File: src/rtl/execute_stage.sv
// Execute stage for the 64-bit LEGv8-style datapath: ALU, branch target and store data.
// Combinational by default; define EXECUTE_OUTPUT_REG_EN to register all outputs (1-cycle EX/MEM boundary).
module execute_stage (
    input  logic        clk,
    input  logic        reset,
    input  logic        AluSrc,
    input  logic [3:0]  AluControl,
    input  logic [63:0] PC_E,
    input  logic [63:0] signImm_E,
    input  logic [63:0] readData1_E,
    input  logic [63:0] readData2_E,
    output logic [63:0] PCBranch_E,
    output logic [63:0] aluResult_E,
    output logic [63:0] writeData_E,
    output logic        zero_E
);

    localparam logic [3:0] ALU_AND  = 4'b0000;
    localparam logic [3:0] ALU_OR   = 4'b0001;
    localparam logic [3:0] ALU_ADD  = 4'b0010;
    localparam logic [3:0] ALU_SUB  = 4'b0110;
    localparam logic [3:0] ALU_PASS = 4'b0111;
    localparam logic [3:0] ALU_NOR  = 4'b1100;

    logic [63:0] op_b;
    logic [63:0] alu_d;
    logic [63:0] pc_branch_d;
    logic [63:0] write_data_d;
    logic        zero_d;

    assign op_b         = AluSrc ? signImm_E : readData2_E;
    // Offset is in words; bits shifted past bit 63 are simply dropped.
    assign pc_branch_d  = PC_E + {signImm_E[61:0], 2'b00};
    assign write_data_d = readData2_E;

    always_comb begin
        alu_d = 64'd0;
        case (AluControl)
            ALU_AND:  alu_d = readData1_E & op_b;
            ALU_OR:   alu_d = readData1_E | op_b;
            ALU_ADD:  alu_d = readData1_E + op_b;
            ALU_SUB:  alu_d = readData1_E - op_b;
            ALU_PASS: alu_d = op_b;
            ALU_NOR:  alu_d = ~(readData1_E | op_b);
            default:  alu_d = 64'd0;
        endcase
    end

    assign zero_d = (alu_d == 64'd0);

`ifdef EXECUTE_OUTPUT_REG_EN
    logic [63:0] pc_branch_q;
    logic [63:0] alu_q;
    logic [63:0] write_data_q;
    logic        zero_q;

    // zero is registered from the same alu_d so it always agrees with aluResult_E.
    always_ff @(posedge clk or posedge reset) begin
        if (reset) begin
            pc_branch_q  <= 64'd0;
            alu_q        <= 64'd0;
            write_data_q <= 64'd0;
            zero_q       <= 1'b0;
        end else begin
            pc_branch_q  <= pc_branch_d;
            alu_q        <= alu_d;
            write_data_q <= write_data_d;
            zero_q       <= zero_d;
        end
    end

    assign PCBranch_E  = pc_branch_q;
    assign aluResult_E = alu_q;
    assign writeData_E = write_data_q;
    assign zero_E      = zero_q;
`else
    logic unused_clk_rst;
    assign unused_clk_rst = clk ^ reset;

    assign PCBranch_E  = pc_branch_d;
    assign aluResult_E = alu_d;
    assign writeData_E = write_data_d;
    assign zero_E      = zero_d;
`endif

endmodule

File: config.mk
export PLATFORM = sky130hd
export DESIGN_NAME = execute_stage
export DESIGN_NICKNAME = d
export VERILOG_FILES = /design/src/rtl/execute_stage.sv
export SDC_FILE = /design/constraint.sdc
export NUM_CORES = 1
export LEC_CHECK = 0
export BUFFER_PORTS_ARGS = -buffer_cell sky130_fd_sc_hd__buf_2
export CAP_MARGIN = 20
export CORE_ASPECT_RATIO = 0.8
export CORE_MARGIN = 4
export CORE_UTILIZATION = 35
export DETAILED_ROUTE_END_ITERATION = 8
export GPL_TIMING_DRIVEN = 0
export SLEW_MARGIN = 20
export SYNTH_ARGS = -nofsm -noshare
export SYNTH_HDL_FRONTEND = slang
export SYNTH_SLANG_ARGS = --single-unit
File: constraint.sdc
create_clock -name vclk -period 7.87
set_input_delay 0.787 -clock vclk [all_inputs]
set_output_delay 0.787 -clock vclk [all_outputs]
set_load 0.05 [all_outputs]
==> results_dict.tcl <==
set metrics [dict create \
    slowest_delay_ns 0.54 \
    cp_data_arrival_time_ns 7.65 \
    drtIter0Drc 2620 \
    setup_ws_ns -0.5672 \
    tightestPinTransition_ns 0.9317 \
    grt_util_met2_pct 49.47 \
    design.seq.count 0 \
    dr.pass1.iters 6 \
    yosys.area.top_type_share_pct 11.79 \
    drc 0 \
    dpl_cell_area_mm2 0.01645 \
    rsz0062_at_grt "yes" \
    worstSetupPathType "input port to output pin" \
    viasPerCell 6.135 \
    period_share_pct 107.2 \
    cp_common_cell "clkbuf_2" \
    top_usage_layer "met1" \
    critPathBufInv 8 \
    worstSetupEndpointType "output pin" \
    final_cell_area_mm2 0.01706 \
    violations "setup timing" \
    via_count 18450 \
    ctsHoldBuffers 0 \
    status "finished, violations left" \
    slew_headroom_pct 37.23 \
    drv_cap 0 \
    syn_nets 2422 \
    io_buffers 450 \
    pin_count 456 \
    die_x_um 227.4 \
    start_util_pct 35.37 \
    post_drt_wl_per_cell_um 25.53 \
    nets 2899 \
    drive_gt1_share_pct 27.94 \
    drv_slew 0 \
    antenna_found_initial 6 \
    synthCells 2030 \
    power_density_mw_per_mm2 123.3 \
    multi_input_area_mm2 0.01255 \
    grt_usage_pct 33.67 \
    ys_top_cells_by_count "a21oi_1 (203), nand2_1 (179), nor2_1 (147), o21ai_0 (134), ha_1 (127)" \
    coreArea_mm2 0.03812 \
    grt_pass1_wl_um 107400 \
    hold_viol 0 \
    crit_path_start_kind "input port" \
    cp_top_family "buffers and inverters" \
    grt_max_degree 12 \
    irDropWorstVdd_mv 0.05554 \
    num_rows 64 \
    worstPathRequired_ns 7.08 \
    synth-seq-area-share_pct 0 \
    min_period_ns 8.437 \
    p_leak_uw 0.007843 \
    preCtsSetupSlack_ns -2.706 \
    die_area_mm2 0.04175 \
    yosysTopAreaCell "ha_1" \
    syn_avg_cell_area_um2 6.642 \
    critical_path.slowest_cell "or4_4" \
    area_delta_synth_final_pct 26.52 \
    final-seq-area_um2 0 \
    synth_area_leaders "ha_1 (12%), a21oi_1 (7.5%), xnor2_1 (7.3%)" \
    grt_pass1_vias 16390 \
    worstPathCellList "clkbuf_2 > clkbuf_2 > clkbuf_2 > clkbuf_2 > clkbuf_2 > nand2_1 > clkbuf_1 > o21ai_0 > xnor2_1 > ha_1 > clkbuf_1 > a21oi_1 > o21ai_0 > a21oi_1 > nand3_1 > a311o_1 > a21o_1 > a211o_1 > or4_4 > nor4_4 > and4_4 > nand4_1 > nor3b_4 > buf_6" \
    grt-ovfl-total 0 \
    hp-class "input port to output pin" \
    synth_area_mm2 0.01348 \
    hpwl_um 66260 \
    fill_cells 4109 \
    synth_cell_type_count 96 \
    setup_viol 1 \
    detail-route-antenna-nets 0 \
    critPathMaxFanout 10 \
    whs_ns 1.876 \
    fmax_mhz 118.5 \
    yosysWarnings 0 \
    nClkBuffers 0 \
    place_congestion 1.051 \
    yosysMostFrequentCell "a21oi_1" \
    die_h_um 183.6 \
    routed_wl_um 76760 \
    use_met1_pct 51.27 \
    use_met3_pct 6.497 \
]
-- layout by cell type (no fill, tap or decap), drive strengths merged, types with 14 or more instances in the layout --
| cell type | instances |
|---|---|
| nand2 | 179 |
| or3 | 24 |
| o21bai | 27 |
| buf | 570 |
| mux2 | 29 |
| a22oi | 24 |
| o21ai | 153 |
| nor2 | 147 |
| clkbuf | 85 |
| a21oi | 204 |
| inv | 79 |
| o211ai | 19 |
| nor3 | 62 |
| nand2b | 35 |
| mux2i | 54 |
| o22ai | 28 |
| and2 | 14 |
| nand3 | 42 |
| a21o | 66 |
| xnor2 | 112 |
| and3 | 14 |
| o21a | 24 |
| ha | 127 |
| xor2 | 46 |
| a31oi | 19 |
| nor4 | 16 |
| nand4 | 49 |
| o31ai | 23 |
| maj3 | 54 |
-- final timing paths --
path | endpoint | startpoint | cells past startpoint | slack [ns]
worst max-delay path | zero_E | AluControl[2] | 24 | -0.57
worst min-delay path | PCBranch_E[1] | PC_E[1] | 2 | 1.88
-- timing repair --
item / in CTS / in global routing
endpoints found under the hold margin: 0 / 0
pin swaps: 21 / 22
buffers inserted: 25 / 6
gates resized for setup: 57 / 45
cloned: 0 / 0
endpoints found under the setup margin: 59 / 17
-- layout make-up --
cell class         instances  share of cell area (%)
plain buffers            174                   6.264
diodes                     7                  0.1027
inverters                 79                   1.738
multi-input cells       1771                   73.60
well taps                495                   3.631
repair buffers           481                   14.67
-- cells by family (layout without fill, tap and decap cells) --
logic type / count (synthesis) / count (layout) / share of synthesized area, %
AOI/OAI and AO/OA: 699 / 699 / 33.00
other: 0 / 7 / 0
xor gates and xnor gates: 158 / 158 / 10.26
adders and majority gates: 183 / 183 / 16.10
muxes: 83 / 83 / 6.635
and+or+nand+nor: 648 / 648 / 24.42
buffers and inverters: 259 / 734 / 9.586
-- per-stage QoR --
stage | instances | power (uW) | utilization, % | TNS [ns]
CTS | 2996 | 2016 | 44.13 | -0.5660
global route | 3006 | 2210 | 44.75 | -0.7822
floorplan | 2030 | 1387 | - | -0.3367
finish | 3007 | 2103 | 44.75 | -0.5672
detailed placement | 2975 | 1979 | 43.16 | -55.33
global placement | 2975 | 1976 | 43.13 | -60.43
-- metal layers --
| metal | part of all wire, % | routed length [um] |
|---|---|---|
| met4 | 2.1 | 1588 |
| met1 | 46 | 35020 |
| met2 | 41 | 31270 |
| met3 | 12 | 8886 |
| met5 | 0 | 0 |
-- power by group --
group | leakage (uW) | switching [uW] | internal, uW
clock | 0.0000000444 | 0 | 0.000120
sequential | 0 | 0 | 0
combinational | 0.00784 | 1460 | 643
Power figures use the tool's default switching activity.
